## src/rtl/regfile_write_arbiter.sv

```systemverilog
// Round-robin arbiter sharing the RegisterFile write port between ALU (A) and load (B) writeback.
// Grants are combinational; the winning write is registered onto wrtEn/rd/wrtData one cycle later.
module regfile_write_arbiter #(
  parameter int REG_INDEX_BIT_WIDTH = 4,
  parameter int DBITS               = 32
) (
  input  logic                           clk,
  input  logic                           reset,
  input  logic                           hold,
  input  logic                           a_valid,
  output logic                           a_ready,
  input  logic [REG_INDEX_BIT_WIDTH-1:0] a_rd,
  input  logic [DBITS-1:0]               a_data,
  input  logic                           b_valid,
  output logic                           b_ready,
  input  logic [REG_INDEX_BIT_WIDTH-1:0] b_rd,
  input  logic [DBITS-1:0]               b_data,
  output logic                           wrtEn,
  output logic [REG_INDEX_BIT_WIDTH-1:0] rd,
  output logic [DBITS-1:0]               wrtData,
  output logic                           last_b
);

  typedef enum logic {
    PRI_A = 1'b0,
    PRI_B = 1'b1
  } pri_t;

  pri_t state, state_next;
  logic grant_a, grant_b;

  // Grants imply the matching valid, so a grant is already a transfer.
  always_comb begin
    grant_a    = 1'b0;
    grant_b    = 1'b0;
    state_next = state;
    if (!hold && !reset) begin
      if (a_valid && (!b_valid || state == PRI_A)) begin
        grant_a = 1'b1;
      end else if (b_valid) begin
        grant_b = 1'b1;
      end
    end
    if (grant_a) begin
      state_next = PRI_B;
    end else if (grant_b) begin
      state_next = PRI_A;
    end
  end

  assign a_ready = grant_a;
  assign b_ready = grant_b;

  always_ff @(posedge clk or posedge reset) begin
    if (reset) begin
      state <= PRI_A;
    end else begin
      state <= state_next;
    end
  end

  // Payload registers hold their last value when no transfer occurs.
  always_ff @(posedge clk or posedge reset) begin
    if (reset) begin
      wrtEn   <= 1'b0;
      rd      <= '0;
      wrtData <= '0;
      last_b  <= 1'b0;
    end else begin
      wrtEn <= grant_a | grant_b;
      if (grant_a) begin
        rd      <= a_rd;
        wrtData <= a_data;
        last_b  <= 1'b0;
      end else if (grant_b) begin
        rd      <= b_rd;
        wrtData <= b_data;
        last_b  <= 1'b1;
      end
    end
  end

endmodule

```

## config.mk

```make
export PLATFORM = sky130hd
export DESIGN_NAME = regfile_write_arbiter
export DESIGN_NICKNAME = d
export VERILOG_FILES = /design/src/rtl/regfile_write_arbiter.sv
export SDC_FILE = /design/constraint.sdc
export NUM_CORES = 1
export LEC_CHECK = 0
export BUFFER_PORTS_ARGS = -buffer_cell sky130_fd_sc_hd__buf_4
export CELL_PAD_IN_SITES_DETAIL_PLACEMENT = 0
export CELL_PAD_IN_SITES_GLOBAL_PLACEMENT = 1
export CORE_UTILIZATION = 30
export CTS_CLUSTER_DIAMETER = 200
export CTS_CLUSTER_SIZE = 30
export DETAILED_ROUTE_END_ITERATION = 12
export PLACE_DENSITY = 0.79
export SLEW_MARGIN = 20
export SYNTH_ARGS = -nofsm -noshare
export SYNTH_HDL_FRONTEND = slang
export SYNTH_SLANG_ARGS = --single-unit
export TNS_END_PERCENT = 5
```

## constraint.sdc

```tcl
create_clock -name clk -period 1.7 [get_ports clk]
set_input_delay 0.085 -clock clk [delete_from_list [all_inputs] [get_ports clk]]
set_output_delay 0.085 -clock clk [all_outputs]
set_load 0.01 [all_outputs]
```

==> qor.csv, run 1 <==
metric,value,unit
hold_viol,0,
post_cts_resized,0,
power.net_switching,0.9128,mW
post-cts-setup-buffers,0,
numClockSinks,39,
yosysWarnings,0,
numPortBuffers,116,
synth_common_cells,"dfrtp_1, and3_1, nand3b_1, o2111ai_1, o21ai_0",
die_area,7610,µm²
cp_common_cell,buf_4,
max_slew_margin,70.55,%
n_fill_cell,701,
ios,117,
multi_input_area,1076,µm²
finalSetupViolations,0,
arrival,1.41,ns
layout.nets,413,
grt_pass1_wl,11500,µm
area.growth.synth_to_final,50.17,%
yosysTopAreaCell,dfrtp_1,
grt_pass1_vias,2281,
post-route-period-util,88.18,%
yosysTopAreaCellShare,44.78,%
synth-edff-count,0,
fp.dieH,87.24,µm
synth.yosys.seq_area_share,44.78,%
slowest_stage,dfrtp_1,
cts_hold_buffers,1,
dr.pass1.iters,4,
hold_path_class,in -> reg,
synth.area.top_cells,"dfrtp_1, o2111ai_1, nand3b_1, and3_1, o21ai_0",
grtUsageTotal,19.73,%
viasPerCell,5.249,
routed_wl,7380,µm
synthFlopType,dfrtp_1,
postRouteAntennaNets,0,
critPathKind,reg -> out,
internal-power,1.961,mW
outcome,"finished, final reports clean",
worstMarginPinSlew,0.4411,ns
required,1.62,ns
fin_setup_tns,0,ns
fin_crit,1.499,ns
swShare,31.76,%
maxCapViolCount,0,
rows,30,
core,6907,µm²
clk_latency,0.29,ns
drtIter0Drc,145,
crit_chain,"nand2_1, buf_4, and2_1, buf_4",
netlist_area,2180,µm²
post-route-drc-count,0,
grt_max_degree,38,
layout-drive-gt1-share,42.43,%
vdd_drop_max,0.3540,mV
start_kind,register,
ys_seq_elements,39,
clk_transition_reported_paths,0.08,ns
wl_per_cell,17.04,µm
hpwlAfterDp,4965,µm
power.density,877.9,nW/µm²
crit_path_max_incr_delay,0.39,ns
antenna_found_initial,0,
path_max_fanout,37,
avgSynthCellArea,9.644,µm²
regArea,975.9,µm²
cts_root_buf,clkbuf_8,
clock_skew,0.004093,ns
synthCells,226,
path_delay_family,buffers and inverters,
endpoint_kind,primary output,
path_buf_inv,2,
overflow,0,
gp_congestion,0.7370,
power_leakage,1.627,nW
start_util,31.56,%
synth.most_common_cell,dfrtp_1,
max_freq,0.6671,GHz
async_flop_share,100.0,%
clockPowerShare,24.2,%
yosysUniqueCellTypes,21,
cts.path.max_buffers,2,
cts_buffers,5,
cts_tree,yes,
combPwrFrac,33.8,%
pwr-share-seq,42.0,%
die_x,87.24,µm
htreeDepth,2,
slew_viol_final,0,
antenna_cells,0,
hold_ws,0.07523,ns
vias,2273,
synth_nets,303,
rsz0062_at_grt,false,
## final timing paths
check	start	endpoint	slack [ns]	cells past startpoint
min in group asynchronous	reset	wrtData[5]	0.41	3
max in group asynchronous	reset	last_b	0.76	4
min reg2reg	last_b	last_b	0.52	2
max	state	a_ready	0.20	4
min	b_rd[3]	rd[3]	0.08	3
max reg2reg	state	wrtData[7]	0.53	4
## cell families (layout without fill, tap and decap cells)
kind of cell	after synthesis	in the layout	synth area share [%]
buffers and inverters	31	142	6.487
flip-flops	39	39	44.78
AO/OA/AOI/OAI	75	75	23.71
AND/OR/NAND/NOR	81	81	25.03
## state kept, by name, summed over array words and instances (netlist names)
register	count
wrtData	32
rd	4
last_b	1
state	1
wrtEn	1
## worst min-delay path, stage by stage
cell and delay, ns:
buf_4 0.08, o2111ai_1 0.08, nand3b_1 0.09
## power groups by stage
| stage | registers, mW | logic [mW] | clock network, mW |
|---|---|---|---|
| 2_1_floorplan | 1.29 | 0.353 | 0 |
| 3_3_place_gp | 1.22 | 0.965 | 0 |
| 3_5_place_dp | 1.22 | 0.974 | 0 |
| 4_1_cts | 1.21 | 0.977 | 0.713 |
| 5_1_grt | 1.23 | 1.06 | 0.754 |
| 6_report | 1.21 | 0.971 | 0.694 |
## layout by cell type, fill, tap and decap left out, drive strengths merged
cell / Yosys / layout
a31oi: 1 / 1
o211a: 1 / 1
nand2: 1 / 1
nor2: 5 / 5
nor3b: 1 / 1
a21oi: 1 / 1
o2111ai: 36 / 36
clkbuf: 19 / 8
and3: 36 / 36
dlygate4sd3: 0 / 1
or2: 1 / 1
o21ai: 36 / 36
nand3b: 36 / 36
dfrtp: 39 / 39
and2: 1 / 1
buf: 10 / 131
inv: 2 / 2
## layer usage
metal	vias to the layer above	wire length (µm)	track usage, %
li1	1100	-	-
met1	1082	3227	26.11
met2	84	3558	33.29
met3	7	519	3.412
met4	0	74	5.365
met5	-	0	0
## metrics by stage
step / instances / util (%) / setup WS, ns / power (mW) / cell area (µm²)
finish: 433 / 47.39 / 0.2009 / 2.874 / 3273
global route: 433 / 47.39 / 0.1267 / 3.042 / 3273
CTS: 433 / 47.39 / 0.1939 / 2.899 / 3273
detailed placement: 424 / 45.80 / 0.4508 / 2.197 / 3163
global placement: 424 / 45.80 / 0.4936 / 2.189 / 3163
floorplan: 226 / - / 0.5667 / 1.643 / 2180
## layout make-up
| class | instances | area share (%) |
|---|---|---|
| repair buffers | 132 | 30.35 |
| multi-input cells | 156 | 32.87 |
| inverters | 2 | 0.2294 |
| clock buffers | 8 | 3.058 |
| flip-flops and latches | 39 | 29.82 |
| well taps | 96 | 3.670 |
(Power assumes the default switching activity.)
==> run 2: changes to the inputs <==
--- a/config.mk
+++ b/config.mk
@@ -5,6 +5,7 @@
 export SDC_FILE = /design/constraint.sdc
 export NUM_CORES = 1
 export LEC_CHECK = 0
+export ABC_AREA = 1
 export BUFFER_PORTS_ARGS = -buffer_cell sky130_fd_sc_hd__buf_4
 export CELL_PAD_IN_SITES_DETAIL_PLACEMENT = 0
 export CELL_PAD_IN_SITES_GLOBAL_PLACEMENT = 1
@@ -12,7 +13,7 @@
 export CTS_CLUSTER_DIAMETER = 200
 export CTS_CLUSTER_SIZE = 30
 export DETAILED_ROUTE_END_ITERATION = 12
-export PLACE_DENSITY = 0.79
+export PLACE_DENSITY = 0.84
 export SLEW_MARGIN = 20
 export SYNTH_ARGS = -nofsm -noshare
 export SYNTH_HDL_FRONTEND = slang
==> qor.csv, run 2 <==
metric,value,unit,change
antenna_cells,0,,unchanged
fp.dieH,85.93,µm,-1.5%
grt_busiest_layer,met2,,
grtUsageTotal,17.22,%,-2.5 points
hold_viol,6,,+6
slew_viol_final,0,,unchanged
synth-xor-area-share,0,%,unchanged
async_flop_share,100.0,%,unchanged
numClockSinks,39,,unchanged
synth.yosys.seq_area_share,46.18,%,+1.4 points
yosysWarnings,0,,unchanged
synth_common_cells,"nand2_1, dfrtp_1, nand4_1",,
netlist_area,2113,µm²,-3.0%
power.density,880.6,nW/µm²,+0.30%
synth.area.top_cells,"dfrtp_1, nand2_1, nand4_1, buf_4, buf_2",,
critPathKind,reg -> out,,
gr-usage-met3,3.465,%,+0.053 points
synthFlopType,dfrtp_1,,
power_leakage,1.826,nW,+12%
layout-drive-gt1-share,34.33,%,-8.1 points
die_area,7384,µm²,-3.0%
drtIter0Drc,64,,-56%
start_kind,register,,
avgSynthCellArea,7.237,µm²,-25%
crit_chain,"nand2_2, buf_4, nand2_1, nand3_1, inv_1, buf_4",,
cts.path.max_buffers,2,,unchanged
max_slew_margin,66.92,%,-3.6 points
arrival,1.40,ns,about the same
gp_congestion,0.7305,,-0.88%
cts_tree,yes,,
clk_latency,0.29,ns,about the same
post_cts_resized,0,,unchanged
rsz0062_at_grt,false,,
yosysTopAreaCell,dfrtp_1,,
maxCapViolCount,0,,unchanged
wl_per_cell,12.40,µm,-27%
required,1.62,ns,about the same
path_delay_family,buffers and inverters,,
endpoint_kind,primary output,,
synth_compound_area_share,1.243,%,-22 points
dr.pass1.iters,4,,unchanged
viasPerCell,4.486,,-15%
slowest_stage,dfrtp_1,,
path_buf_inv,3,,+1
overflow,0,,unchanged
top_register,wrtData,,
grt_pass1_vias,2150,,-5.7%
post-route-drc-count,0,,unchanged
cts_hold_buffers,0,,-1
most-common-layout-cells,"nand2_1, buf_4, dfrtp_1",,
numPortBuffers,116,,unchanged
crit_path_max_incr_delay,0.40,ns,about the same
synth-edff-count,0,,unchanged
post-route-period-util,87.21,%,-0.97 points
worstMarginPinSlew,0.4962,ns,+0.05506 ns
hpwlAfterDp,4288,µm,-14%
post-cts-setup-buffers,0,,unchanged
grt_max_degree,40,,+5.3%
clock_skew,0.006986,ns,+0.002893 ns
grt_pass1_wl,10160,µm,-12%
postRouteAntennaNets,0,,unchanged
synth.most_common_cell,nand2_1,,
final_common_cell,nand2_1,,
yosysTopAreaCellShare,46.18,%,+1.4 points
ios,117,,unchanged
hold_ws,-0.01464,ns,-0.08987 ns
reg.largest.list,"wrtData: 32 flops, rd: 4 flops",,
cp_common_cell,buf_4,,
antenna_found_initial,0,,unchanged
fin_crit,1.483,ns,-0.01656 ns
synthAdderAreaFrac,0,%,unchanged
failed_checks,negative hold slack,,
synthSimpleGateAreaFrac,44.35,%,+19 points
synth_mux_area_share,0,%,unchanged
cts_buffers,5,,unchanged
routed_wl,6177,µm,-16%
grt_use_met2,30.45,%,-2.8 points
synthCells,292,,+29%
max_freq,0.6745,GHz,+1.1%
vdd_drop_max,0.3492,mV,-1.4%
ys_seq_elements,39,,unchanged
layout.nets,478,,+16%
core,6794,µm²,-1.6%
synth_top_family_by_area,simple AND/OR/NAND/NOR gates,,
fin_setup_tns,0,ns,unchanged
finalSetupViolations,0,,unchanged
hold_path_class,in -> async,,
area.growth.synth_to_final,49.38,%,
path_max_fanout,20,,-46%
yosysUniqueCellTypes,14,,-33%
vias,2234,,-1.7%
largest_register_ffs,32,,unchanged
htreeDepth,2,,unchanged
start_util,31.10,%,-0.45 points
use_met1,21.63,%,-4.5 points
clk_transition_reported_paths,0.08,ns,about the same
rows,30,,unchanged
outcome,finished with violations,,
die_x,85.93,µm,-1.5%
cts_root_buf,clkbuf_8,,
synth_nets,369,,+22%
run 2: cell types whose count changed in the layout (fill, tap and decap cells not counted), moves of 3 or more:
| cell | change |
|---|---|
| o21ai_0 | -31 |
| nor2_1 | -3 |
| buf_4 | -8 |
| inv_1 | +4 |
| nand3b_1 | -36 |
| o2111ai_1 | -36 |
| nand2_1 | +182 |
| and3_1 | -36 |
| o21ai_1 | -5 |
| nand4_1 | +36 |
run 2: through the flow:
step | instances | utilization (%) | worst slack [ns] | instance area [µm²] | power [mW]
after floorplan | 292 | - | 0.2253 | 2117 | 1.559
after CTS | 498 | 46.46 | 0.2028 | 3157 | 2.816
after global routing | 498 | 46.46 | 0.1251 | 3157 | 2.951
final | 498 | 46.46 | 0.2175 | 3157 | 2.780
after global placement | 490 | 44.73 | 0.5195 | 3039 | 2.000
after detailed placement | 490 | 44.73 | 0.4357 | 3039 | 2.012
run 2: final timing paths:
kind	startpoint	end	slack, ns	depth (start not counted)
worst max-delay path	state	b_ready	0.22	6
worst min-delay path	reset	rd[0]	-0.01	3
worst max register to register	state	last_b	0.44	7
worst min register to register	wrtData[6]	wrtData[6]	0.48	2
max in group asynchronous	reset	wrtData[23]	1.36	3
min in group clk	b_data[11]	wrtData[11]	0.07	5
run 2: cells by family after synthesis:
group | after synthesis
AND/OR/NAND/NOR | 223
flip-flops | 39
buffers and inverters | 28
AO/OA/AOI/OAI | 2
run 2: area by class of cell:
cell class,count,area (µm²)
Clock buffer,6,82.58
Clock inverter,2,35.03
Fill cell,721,3637
Inverter,6,28.78
Multi-Input combinational cell,225,970.9
Sequential cell,39,975.9
Tap cell,96,120.1
Timing Repair Buffer,124,943.4
run 2: worst reg2reg max path, cell delays in order (launching register included):
cell and delay [ns]:
dfrtp_1 0.40, nand2_2 0.10, buf_4 0.25, nand2_1 0.07, nand3_1 0.09, inv_1 0.06
a21oi_1 0.13, inv_1 0.06
run 2: routing by layer:
layer	vias up	wire [µm]
li1	1149	-
met1	1013	2809
met2	70	3007
met3	2	346
met4	0	14
met5	-	0
run 2: report_power, final:
group | internal, mW | switching, mW | total [mW]
combinational | 0.410 | 0.407 | 0.817
sequential | 1.08 | 0.0924 | 1.17
clock | 0.475 | 0.318 | 0.793
total | 1.96 | 0.817 | 2.78
==> run 3: changes to the inputs <==
--- a/config.mk
+++ b/config.mk
@@ -13,8 +13,9 @@
 export CTS_CLUSTER_DIAMETER = 200
 export CTS_CLUSTER_SIZE = 30
 export DETAILED_ROUTE_END_ITERATION = 12
-export PLACE_DENSITY = 0.84
-export SLEW_MARGIN = 20
+export PLACE_DENSITY = 0.92
+export RECOVER_POWER = 50
+export SLEW_MARGIN = 15
 export SYNTH_ARGS = -nofsm -noshare
 export SYNTH_HDL_FRONTEND = slang
 export SYNTH_SLANG_ARGS = --single-unit
==> qor.csv, run 3 (synthesized netlist as in run 2, its figures left out) <==
metric,value,unit,change
core,6794,µm²,unchanged
cts_tree,yes,,
grt_pass1_wl,9894,µm,-2.6%
numPortBuffers,116,,unchanged
layout-drive-gt1-share,28.86,%,-5.5 points
cts.path.max_buffers,2,,unchanged
grt_max_degree,40,,unchanged
most-common-layout-cells,"nand2_1, buf_4, dfrtp_1",,
gr-usage-met3,3.754,%,+0.29 points
rows,30,,unchanged
largest_register_ffs,32,,unchanged
max_slew_margin,34.22,%,-33 points
use_met1,21.24,%,-0.39 points
pre_cts_ws,0.4393,ns,+0.003544 ns
power_leakage,1.723,nW,-5.6%
grt_use_met2,29.22,%,-1.2 points
vdd_drop_max,0.3330,mV,-4.6%
fp.dieH,85.93,µm,unchanged
hold_path_class,in -> reg,,
finalSetupViolations,0,,unchanged
drtIter0Drc,88,,+38%
cts_root_buf,clkbuf_8,,
slew_viol_final,0,,unchanged
post-cts-setup-buffers,0,,unchanged
start_kind,register,,
start_util,31.10,%,unchanged
grt_busiest_layer,met2,,
layout.nets,478,,unchanged
max_freq,0.6720,GHz,-0.37%
post_cts_resized,0,,unchanged
postRouteAntennaNets,0,,unchanged
final_cells,498,,unchanged
finalPower,2.511,mW,-9.7%
combPwrFrac,29.9,%,+0.5 points
overflow,0,,unchanged
endpoint_kind,primary output,,
clock_skew,0.002966,ns,-0.004020 ns
hold_viol,0,,-6
antenna_found_initial,0,,unchanged
setup_ws,0.2119,ns,-0.005573 ns
vias,2265,,+1.4%
clockPowerShare,23.6,%,-4.9 points
dr.pass1.iters,4,,unchanged
path_max_fanout,20,,unchanged
wl_per_cell,12.30,µm,-0.87%
ios,117,,unchanged
hpwlAfterDp,4256,µm,-0.76%
grt_pass1_vias,2125,,-1.2%
power.net_switching,0.7962,mW,-2.5%
pwr-share-seq,46.5,%,+4.4 points
internal-power,1.715,mW,-13%
htreeDepth,2,,unchanged
hold_ws,0.07820,ns,+0.09284 ns
dp.cells,490,,unchanged
routed_wl,6123,µm,-0.87%
viasPerCell,4.548,,+1.4%
grtUsageTotal,16.91,%,-0.31 points
reg.largest.list,"wrtData: 32 flops, rd: 4 flops",,
maxCapViolCount,0,,unchanged
fin_crit,1.488,ns,+0.005573 ns
area.growth.synth_to_final,43.16,%,
critPathKind,reg -> out,,
arrival,1.40,ns,about the same
power.density,829.9,nW/µm²,-5.7%
post-route-drc-count,0,,unchanged
final_common_cell,nand2_1,,
outcome,"finished, final reports clean",,
numClockSinks,39,,unchanged
swShare,31.71,%,+2.3 points
antenna_cells,0,,unchanged
clk_latency,0.28,ns,about the same
worstMarginPinSlew,0.9866,ns,+0.4904 ns
post-route-period-util,87.54,%,+0.33 points
die_area,7384,µm²,unchanged
cts_hold_buffers,0,,unchanged
final_core_util,44.53,%,-1.9 points
gp_congestion,0.7708,,+5.5%
required,1.62,ns,about the same
die_x,85.93,µm,unchanged
top_register,wrtData,,
dpl_cell_area,3027,µm²,-0.41%
clk_transition_reported_paths,0.07,ns,about the same
design_area,3025,µm²,-4.2%
fin_setup_tns,0,ns,unchanged
rsz0062_at_grt,false,,
cts_buffers,5,,unchanged
-- run 3: cell types whose count changed in the layout (fill, tap and decap cells not counted), sizes merged --
| cell | before | now |
|---|---|---|
| bufinv | 1 | 0 |
| clkbuf | 6 | 28 |
| buf | 124 | 103 |
-- run 3: per-layer routing --
metal	wire, µm	part of all wire [%]	up-vias
met1	2707	44	1024
li1	-	-	1150
met3	401	6.5	7
met5	0	0	-
met2	2957	48	84
met4	56	0.91	0
-- run 3: power groups by stage --
| stage | combinational [mW] | clock [mW] | sequential [mW] |
|---|---|---|---|
| 6_report | 0.750 | 0.594 | 1.17 |
| 2_1_floorplan | 0.316 | 0 | 1.24 |
| 3_3_place_gp | 0.807 | 0 | 1.18 |
| 3_5_place_dp | 0.821 | 0 | 1.18 |
| 4_1_cts | 0.822 | 0.622 | 1.17 |
| 5_1_grt | 0.832 | 0.665 | 1.19 |
-- run 3: cell type report --
| type | instances | area [µm²] |
|---|---|---|
| Tap cell | 96 | 120.1 |
| Timing Repair Buffer | 124 | 853.3 |
| Clock inverter | 1 | 5.005 |
| Sequential cell | 39 | 975.9 |
| Multi-Input combinational cell | 225 | 970.9 |
| Fill cell | 730 | 3769 |
| Inverter | 6 | 23.77 |
| Clock buffer | 7 | 76.32 |
-- run 3: final timing paths --
path	from	slack, ns	cells after the start	endpoint
min in group asynchronous	reset	0.26	3	wrtData[28]
worst min-delay path	b_data[20]	0.08	5	wrtData[20]
worst max-delay path	state	0.21	6	b_ready
max in group asynchronous	reset	0.84	3	wrtData[8]
worst min register to register	wrtData[21]	0.48	2	wrtData[21]
worst max register to register	state	0.46	7	last_b
-- run 3: critical path: stages, from the launching register on --
cell and delay (ns):
dfrtp_1 0.39, nand2_2 0.10, buf_4 0.25, nand2_1 0.08, nand3_1 0.10, inv_1 0.07
buf_4 0.14
